[config.mk]
export PLATFORM = sky130hd
export DESIGN_NAME = boot_patch_loader
export DESIGN_NICKNAME = d
export VERILOG_FILES = /design/src/rtl/boot_patch_loader.sv
export SDC_FILE = /design/constraint.sdc
export NUM_CORES = 1
export LEC_CHECK = 0
export CAP_MARGIN = 20
export CELL_PAD_IN_SITES_DETAIL_PLACEMENT = 1
export CELL_PAD_IN_SITES_GLOBAL_PLACEMENT = 1
export CORE_MARGIN = 5
export CORE_UTILIZATION = 45
export DETAILED_ROUTE_END_ITERATION = 8
export GPL_ROUTABILITY_DRIVEN = 0
export PLACE_DENSITY = 0.86
export RECOVER_POWER = 100
export SYNTH_ARGS = -nofsm -noshare
export SYNTH_HDL_FRONTEND = slang
export SYNTH_SLANG_ARGS = --single-unit
[constraint.sdc]
create_clock -name clk8th -period 2.6 [get_ports clk8th]
set_input_delay 0.52 -clock clk8th [delete_from_list [all_inputs] [get_ports clk8th]]
set_output_delay 0.52 -clock clk8th [all_outputs]
set_load 0.02 [all_outputs]
[src/rtl/boot_patch_loader.sv]
// rtl/boot_patch_loader.sv - serial boot-stream to word-store patch loader
// Assembles MSB-first bits into words and writes each with a cs/we/addr/din handshake.
module boot_patch_loader #(
  parameter logic [3:0] BASE_ADDR = 4'h7,
  parameter int         NUM_WORDS = 4,
  parameter int         WORD_W    = 16
) (
  input  logic              clk8th,
  input  logic              rst,
  input  logic              start,
  input  logic              sdi,
  input  logic              sdi_valid,
  output logic              cs,
  output logic              we,
  output logic [3:0]        addr,
  output logic [WORD_W-1:0] din,
  output logic              busy,
  output logic              done,
  output logic              overrun
);

  localparam int BW = (WORD_W > 1) ? $clog2(WORD_W) : 1;

  typedef enum logic [2:0] {
    S_IDLE,
    S_LOAD,
    S_SETUP,
    S_WRITE,
    S_HOLD,
    S_DONE
  } state_t;

  state_t            state, state_nxt;
  logic [WORD_W-1:0] shreg, shreg_nxt;
  logic [BW-1:0]     bit_cnt, bit_cnt_nxt;
  logic [4:0]        word_cnt, word_cnt_nxt;
  logic [WORD_W-1:0] hold, hold_nxt;
  logic              pending, pending_nxt;
  logic              cs_nxt, we_nxt, busy_nxt, done_nxt, overrun_nxt;
  logic [3:0]        addr_nxt;
  logic [WORD_W-1:0] din_nxt;
  logic [WORD_W-1:0] shift_word;
  logic              word_done;
  logic              take;

  assign word_done = busy && sdi_valid && (bit_cnt == BW'(WORD_W - 1));
  assign take      = (state == S_LOAD) && pending;

  always_ff @(posedge clk8th or posedge rst) begin
    if (rst) begin
      state    <= S_IDLE;
      shreg    <= '0;
      bit_cnt  <= '0;
      word_cnt <= '0;
      hold     <= '0;
      pending  <= 1'b0;
      cs       <= 1'b0;
      we       <= 1'b0;
      addr     <= '0;
      din      <= '0;
      busy     <= 1'b0;
      done     <= 1'b0;
      overrun  <= 1'b0;
    end else begin
      state    <= state_nxt;
      shreg    <= shreg_nxt;
      bit_cnt  <= bit_cnt_nxt;
      word_cnt <= word_cnt_nxt;
      hold     <= hold_nxt;
      pending  <= pending_nxt;
      cs       <= cs_nxt;
      we       <= we_nxt;
      addr     <= addr_nxt;
      din      <= din_nxt;
      busy     <= busy_nxt;
      done     <= done_nxt;
      overrun  <= overrun_nxt;
    end
  end

  always_comb begin
    state_nxt    = state;
    shreg_nxt    = shreg;
    bit_cnt_nxt  = bit_cnt;
    word_cnt_nxt = word_cnt;
    hold_nxt     = hold;
    pending_nxt  = pending;
    cs_nxt       = cs;
    we_nxt       = we;
    addr_nxt     = addr;
    din_nxt      = din;
    busy_nxt     = busy;
    done_nxt     = done;
    overrun_nxt  = overrun;
    shift_word   = shreg << 1;
    shift_word[0] = sdi;

    if (busy && sdi_valid) begin
      shreg_nxt   = shift_word;
      bit_cnt_nxt = word_done ? '0 : bit_cnt + 1'b1;
    end

    if (take)
      pending_nxt = 1'b0;

    // A word landing in the same cycle its predecessor is consumed is not an overrun.
    if (word_done) begin
      hold_nxt    = shift_word;
      pending_nxt = 1'b1;
      if (pending && !take)
        overrun_nxt = 1'b1;
    end

    case (state)
      S_IDLE: begin
        if (start) begin
          state_nxt    = S_LOAD;
          busy_nxt     = 1'b1;
          done_nxt     = 1'b0;
          overrun_nxt  = 1'b0;
          word_cnt_nxt = '0;
          bit_cnt_nxt  = '0;
          shreg_nxt    = '0;
          pending_nxt  = 1'b0;
        end
      end
      S_LOAD: begin
        if (pending) begin
          state_nxt = S_SETUP;
          addr_nxt  = BASE_ADDR + word_cnt[3:0];
          din_nxt   = hold;
          cs_nxt    = 1'b1;
          we_nxt    = 1'b0;
        end
      end
      S_SETUP: begin
        state_nxt = S_WRITE;
        we_nxt    = 1'b1;
      end
      S_WRITE: begin
        state_nxt = S_HOLD;
        we_nxt    = 1'b0;
      end
      S_HOLD: begin
        cs_nxt       = 1'b0;
        word_cnt_nxt = word_cnt + 5'd1;
        if (word_cnt_nxt == 5'(NUM_WORDS)) begin
          state_nxt = S_DONE;
          busy_nxt  = 1'b0;
          done_nxt  = 1'b1;
        end else begin
          state_nxt = S_LOAD;
        end
      end
      S_DONE: begin
        state_nxt = S_IDLE;
        cs_nxt    = 1'b0;
        we_nxt    = 1'b0;
      end
      default: state_nxt = S_IDLE;
    endcase
  end

endmodule

Word level (Yosys, flattened, before mapping)
Cells that the tools add are included.
- bitwise logic cells: 0
- $lt $le $gt $ge: 0
- $mul: 0
- mux-type cells: 31
- reductions and logical operators: 17
- divide/modulo/power cells: 0
- shift-type cells: 0
- add/sub/neg operators: 3
- equality and inequality tests: 10
- operator list (cell ; count):
    $mux W16 ; 3
    $mux W4 ; 4
    $pmux W3 S5 ; 1
    $mux W1 ; 14
    $pmux W5 S2 ; 1
    $reduce_and A2 Y1 ; 5
    $mux W3 ; 3
    $eq A3 B2 Y1 const B ; 2
    $eq A3 B3 Y1 const B ; 2
    $ne A2 B2 Y1 const B ; 3
    $pmux W1 S2 ; 3
    $add A5 B1 Y5 const B ; 1
    $eq A5 B3 Y1 const B ; 1
    $mux W5 ; 1
    $add A3 B4 Y4 const A ; 1
    $add A4 B1 Y4 const B ; 1
    $eq A4 B4 Y1 const B ; 1
    $logic_and A1 B1 Y1 ; 4
    $reduce_bool A2 Y1 ; 2
    $reduce_or A2 Y1 ; 2
    $eq A3 B1 Y1 const B ; 1
    $logic_not A3 Y1 ; 1
    $pmux W1 S3 ; 1
    $reduce_and A3 Y1 ; 1
    2 further kinds ; 2
- memories: 0
- output and inout bits: 25
- latch bits: 0
- logic and storage cells: 74
- RAM bits: 0
- register bits: 70
- bits in read-only memories: 0

Longest topological paths before layout
Gate-level depths: netlist of the first run.
- word-level depth: 8
- mapped depth: 6
- depth with buffers taken out: 4

Worst setup path before layout of the first run
Ideal clock, no wire load.
- path kind: register to register
- start: register busy
- end: register hold[15]
- slack: 1.004 ns
- path buffers: 1
- cell stages (with the launch flop): 5
- data required time: 2.475 ns
- setup time: 0.125 ns
- period minus slack after synthesis: 1.596 ns
- arrival time: 1.471 ns
- cell sequence: dfrtp_1 > nand3_1 > nor2_2 > buf_4 > mux2_2
- longest elaborated chain between the ends: 2
- RTL lines (item ; line ; RTL):
    from (decl) ; 17 ; output logic busy,
    from (signal assigned) ; 75 ; busy <= busy_nxt;
    $logic_and A1 B1 Y1 (2 in series) ; 46 ; assign word_done = busy && sdi_valid && (bit_cnt == BW'(WORD_W - 1));
    to (signal assigned) ; 69 ; hold <= hold_nxt;
    to (decl) ; 37 ; logic [WORD_W-1:0] hold, hold_nxt;
No other way between the ends.
A chain may end at the register's enable or synchronous reset.

Worst setup path in the final report of the first run
- start: input port start
- end: register word_cnt[1]
- longest elaborated chain between the ends: 2
- RTL lines (item ; line ; RTL):
    from (decl) ; 10 ; input logic start,
    $ne A2 B2 Y1 (no line) ; n/a ;
    $reduce_and A2 Y1 (no line) ; n/a ;
    to (signal assigned) ; 68 ; word_cnt <= word_cnt_nxt;
    to (decl) ; 36 ; logic [4:0] word_cnt, word_cnt_nxt;
No other way between the ends.

==> flow_metrics.env, run 1 <==
export IMPL_swShare_pct=29.3
export IMPL_cp_required_ns=2.84
export IMPL_syn2layout_area_growth_pct=17.5
export IMPL_die_area_um2=8190
export IMPL_grt_overflow=0
export IMPL_vias=1936
export IMPL_max_freq_ghz=0.471
export IMPL_grt_max_degree=30
export IMPL_cts_buffer_depth=2
export IMPL_synth_avg_cell_area_um2=12.0
export IMPL_hold_end="din[7]"
export IMPL_die_h_um=90.5
export IMPL_postSynthCellCount=244
export IMPL_layout_drive_gt1_share_pct=18.1
export IMPL_worstSetupPathType="input port to flop"
export IMPL_critical_path_max_stage_delay_ns=0.79
export IMPL_slew_limit_headroom_pct=32.2
export IMPL_vdd_drop_max_v=0.000405
export IMPL_multi_input_area_um2=1050
export IMPL_finalCritPeriodShare_pct=81.7
export IMPL_row_count=29
export IMPL_async_reset_ff_share_pct=100
export IMPL_via_per_inst=5.41
export IMPL_min_path_type="flop to flop"
export IMPL_ys_warn_count=0
export IMPL_wire_per_inst_um=17.0
export IMPL_clock_sinks=69
export IMPL_crit_path_end_kind="flop"
export IMPL_reg2regPathDepth=4
export IMPL_tns_ns=0
export IMPL_skew_ns=0.00835
export IMPL_final_cell_mix="dfrtp_1 (69), nand2_1 (35), mux2_2 (29)"
export IMPL_fillers=684
export IMPL_leakage_nw=1.65
export IMPL_syn_num_nets=252
export IMPL_path_cells="clkdlybuf4s50_1 -> nor4b_2 -> clkbuf_1 -> nor2_1 -> a22o_1"
export IMPL_die_w_um=90.5
export IMPL_top_layer_used="met4"
export IMPL_timing_rr_end="addr[0]"
export IMPL_pwr_share_comb_pct=17.6
export IMPL_fin_crit_ns=2.12
export IMPL_tightest_slew_ns=1.02
export IMPL_hold_violations=0
export IMPL_drc_errors=0
export IMPL_seq_area_um2=1730
export IMPL_cts_tree="yes"
export IMPL_dr_pass1_iters=4
export IMPL_finalSetupViolations=0
export IMPL_rr_startpoint="state[1]"
export IMPL_synth_edff_count=0
export IMPL_synth_seq_cells=69
export IMPL_powerDensity_nw_per_um2=803
export IMPL_grt_antenna_before_repair=0
export IMPL_worst_path_buf_inv=2
export IMPL_nNetsFinal=285
export IMPL_wl_met1_mm=2.80
export IMPL_p_sw_mw=0.805
export IMPL_cts_resized=0
export IMPL_synth_area_um2=2920
export IMPL_post_cts_setup_buffers=0
export IMPL_drv_slew=0
export IMPL_clk_pin_slew_ns=0.07
export IMPL_layout_commonest_cell="dfrtp_1"
export IMPL_cp_max_fo=21
export IMPL_status="completed"
export IMPL_seqPwrFrac_pct=50.5
export IMPL_fin_area_um2=3430
export IMPL_rsz0062_at_grt="no"
export IMPL_wl_met3_um=216
export IMPL_drt_iter0_drc=93
export IMPL_hold_depth=1
export IMPL_grt_pass1_vias=2099
export IMPL_hp_start="din[7]"
export IMPL_synth_seq_area_share_pct=59.2
export IMPL_crit_slowest_cell="clkbuf_1"
export IMPL_root_buffer="clkbuf_8"
export IMPL_grt_pass1_wl_mm=10.5
export IMPL_cp_arrival_ns=2.36
export IMPL_placed_area_um2=3270
export IMPL_dp_hpwl_mm=4.15
export IMPL_synth_ff_type="dfrtp_1"
export IMPL_io_buffers=29
export IMPL_route_met2_wl_mm=2.93
export IMPL_core_area_um2=6310
export IMPL_ios=30
export IMPL_cts_buffers_inserted=9
export IMPL_insertedDiodeCount=0
export IMPL_synth_distinct_cells=43
export IMPL_detail_route_antenna_nets=0
export IMPL_internal_power_mw=1.95
export IMPL_wl_mm=6.08
export IMPL_crit_path_start_kind="input port"
export IMPL_pwr_share_clk_pct=31.9
export IMPL_ctsHoldBuffers=0
export IMPL_start_util_pct=46.2
export IMPL_clk_latency_ns=0.34
export IMPL_drv_cap=0
export IMPL_path_delay_family="buffers and inverters"
export IMPL_r2r_slack_ns=0.52
export IMPL_htreeDepth=3
export IMPL_track_usage_pct=16.0
==> per-layer routing <==
metal  track usage [%]  up-vias
li1                  -      906
met1              21.0      986
met2              24.8       33
met3              3.25       11
met4              8.31        0
met5                 0        -
==> cells in the mapped netlist (all sizes together) (2+ instances only) <==
master	instances	area [um^2]
dfrtp	69	1730
nand2	35	131
mux2	33	372
a21oi	23	115
buf	11	91.3
inv	8	30.0
nor2	8	32.5
o21ai	8	40.0
nand3	7	35.0
nand2b	4	25.0
clkbuf	3	11.3
ha	3	37.5
o21a	3	22.5
nor3	2	10.0
or3	2	12.5
xnor2	2	17.5
xor2	2	17.5
==> kinds of logic after synthesis <==
logic type	share of synthesized area (%)
xor+xnor	1.20
fa+ha+maj	1.29
mux	13.1
compound gates	8.71
flops	59.2
buf+inv	4.55
simple gates	12.0
==> through the flow <==
step | cells | total power, mW | hold WS, ns | utilization, % | setup WS [ns]
2_1_floorplan | 244 | 1.72 | 0.460 | - | 0.340
3_3_place_gp | 343 | 1.88 | 0.472 | 51.8 | 0.557
3_5_place_dp | 343 | 1.93 | 0.481 | 51.8 | 0.433
4_1_cts | 358 | 2.82 | 0.466 | 55.0 | 0.587
5_1_grt | 358 | 2.92 | 0.516 | 54.3 | 0.326
6_report | 358 | 2.75 | 0.485 | 54.3 | 0.476
==> flip-flops by register name (all words and copies together) (netlist names) <==
register  count
din          16
hold         16
shreg        15
word_cnt      5
addr          4
bit_cnt       4
state         3
busy          1
cs            1
done          1
overrun       1
pending       1
we            1
==> final cells by class <==
| cell class | count | area share [%] |
|---|---|---|
| well taps | 77 | 2.81 |
| multi-input cells | 153 | 30.6 |
| repair buffers | 36 | 9.49 |
| inverters | 8 | 0.876 |
| clock inverters | 4 | 1.39 |
| flip-flops and latches | 69 | 50.4 |
| clock buffers | 11 | 4.42 |
==> worst max-delay path by stage <==
stage                    from           to  slack [ns]  cells after the start
global placement    sdi_valid      hold[6]        0.56                      5
CTS                      busy         busy        0.59                      1
floorplan                 rst      addr[0]        0.34                      1
global route            start  word_cnt[2]        0.33                      5
detailed placement  sdi_valid      hold[7]        0.43                      5
finish                  start  word_cnt[1]        0.48                      5
==> power groups by stage <==
stage	registers [mW]	clock network, mW	logic (mW)
after global routing	1.42	0.954	0.544
after floorplan	1.42	0	0.308
final	1.39	0.877	0.484
after global placement	1.40	0	0.477
after detailed placement	1.41	0	0.511
after CTS	1.40	0.901	0.518
(Power assumes the default switching activity.)
==> run 2, diff against run 1 <==
CORE_UTILIZATION = 41   (was 45)
PLACE_DENSITY = 0.83   (was 0.86)
clock period = 1.7 ns   (was 2.6 ns; I/O delays follow)
==> flow_metrics.env, run 2 (synthesis results as in run 1) <==
export IMPL_swShare_pct=29.9
export IMPL_cp_max_fo=2
export IMPL_core_area_um2=6870
export IMPL_ctsHoldBuffers=0
export IMPL_wl_mm=5.99
export IMPL_min_path_type="flop to flop"
export IMPL_io_buffers=29
export IMPL_drv_cap=0
export IMPL_track_usage_pct=14.5
export IMPL_finalSetupViolations=0
export IMPL_seqPwrFrac_pct=50.6
export IMPL_dr_pass1_iters=4
export IMPL_fin_util_pct=51.4
export IMPL_clock_sinks=69
export IMPL_path_delay_family="buffers and inverters"
export IMPL_internal_power_mw=2.94
export IMPL_nNetsFinal=296
export IMPL_fin_crit_ns=1.64
export IMPL_worstSetupPathType="flop to output pin"
export IMPL_status="completed"
export IMPL_powerDensity_nw_per_um2=1190
export IMPL_grt_overflow=0
export IMPL_critical_path_max_stage_delay_ns=0.61
export IMPL_syn2layout_area_growth_pct=21.0
export IMPL_drv_slew=0
export IMPL_path_cells="clkdlybuf4s50_1"
export IMPL_crit_end="din[0]"
export IMPL_vdd_drop_max_v=0.000664
export IMPL_final_cell_mix="dfrtp_1 (69), nand2_1 (35), mux2_2 (29)"
export IMPL_drc_errors=0
export IMPL_htreeDepth=3
export IMPL_preCtsSetupSlack_ns=-0.123
export IMPL_tightest_slew_ns=0.936
export IMPL_die_w_um=94.4
export IMPL_rr_startpoint="bit_cnt[0]"
export IMPL_die_h_um=94.4
export IMPL_drt_iter0_drc=79
export IMPL_rsz0062_at_grt="no"
export IMPL_instances_no_fill=388
export IMPL_vias=1974
export IMPL_pwr_share_clk_pct=30.6
export IMPL_slew_limit_headroom_pct=37.6
export IMPL_die_area_um2=8900
export IMPL_whs_ns=0.489
export IMPL_skew_ns=0.00706
export IMPL_row_count=30
export IMPL_grt_pass1_wl_mm=10.1
export IMPL_r2r_slack_ns=0.12
export IMPL_largestRegisters="din (16), hold (16), shreg (15)"
export IMPL_via_per_inst=5.09
export IMPL_grt_antenna_before_repair=0
export IMPL_pwr_share_comb_pct=18.9
export IMPL_leakage_nw=1.63
export IMPL_placedCellCount=373
export IMPL_max_freq_ghz=0.609
export IMPL_cp_arrival_ns=1.30
export IMPL_detail_route_antenna_nets=0
export IMPL_crit_path_start_kind="flop"
export IMPL_grt_pass1_vias=2100
export IMPL_crit_path_end_kind="output pin"
export IMPL_clk_latency_ns=0.34
export IMPL_cp_depth=1
export IMPL_fin_ws_ns=0.0568
export IMPL_worst_path_buf_inv=1
export IMPL_reg2regPathDepth=5
export IMPL_timing_rr_end="hold[8]"
export IMPL_layout_drive_gt1_share_pct=22.3
export IMPL_ios=30
export IMPL_crit_slowest_cell="clkdlybuf4s50_1"
export IMPL_finalCritPeriodShare_pct=96.7
export IMPL_hold_violations=0
export IMPL_wire_per_inst_um=15.4
export IMPL_root_buffer="clkbuf_8"
export IMPL_cts_buffers_inserted=9
export IMPL_cts_buffer_depth=2
export IMPL_layout_commonest_cell="dfrtp_1"
export IMPL_cts_tree="yes"
export IMPL_cp_required_ns=1.36
export IMPL_p_sw_mw=1.25
export IMPL_grt_max_degree=70
export IMPL_clk_pin_slew_ns=0.07
export IMPL_crit_start="din[0]"
export IMPL_start_util_pct=42.5
export IMPL_dp_hpwl_mm=4.03
export IMPL_insertedDiodeCount=0
-- run 2: metrics by stage --
| step | power, mW | TNS, ns | instance area (um^2) |
|---|---|---|---|
| after floorplan | 2.64 | 0 | 2920 |
| after global placement | 2.91 | -1.17 | 3400 |
| after detailed placement | 2.98 | -1.79 | 3400 |
| after CTS | 4.28 | 0 | 3580 |
| after global routing | 4.42 | 0 | 3530 |
| final | 4.20 | 0 | 3530 |
-- run 2: how the worst min path moves through the flow --
stage	cells past startpoint	startpoint	slack, ns	to
CTS	3	rst	0.45	din[13]
detailed placement	1	din[5]	0.48	din[5]
global placement	1	din[11]	0.47	din[11]
finish	1	din[5]	0.49	din[5]
floorplan	1	hold[11]	0.46	din[11]
global route	1	din[5]	0.52	din[5]
-- run 2: routing by layer --
metal  track usage, %  share of wire [%]  vias to the layer above  wire length, um
li1                 -                  -                      931                -
met1             19.1                 47                     1006             2810
met2             22.9                 50                       32             2970
met3             3.35                2.2                        5              129
met4             6.50                1.4                        0               81
met5                0                  0                        -                0
-- run 2: repair_timing --
item	4_1_cts	5_1_grt
setup endpoints to repair	3	1
gates resized for setup	3	1
buffers inserted	0	0
-- run 2: power by group through the flow --
stage	registers [mW]	logic, mW	clock network, mW
finish	2.12	0.793	1.28
global route	2.15	0.885	1.38
CTS	2.13	0.838	1.32
detailed placement	2.15	0.827	0
global placement	2.13	0.785	0
floorplan	2.17	0.471	0
-- run 2: final cells by class --
| type | count | area, um^2 |
|---|---|---|
| fill | 737 | 3340 |
| sequential | 69 | 1730 |
| multi-input combinational | 153 | 1050 |
| timing repair buffer | 47 | 413 |
| clock buffer | 9 | 124 |
| tap | 96 | 120 |
| clock inverter | 6 | 65.1 |
| inverter | 8 | 33.8 |
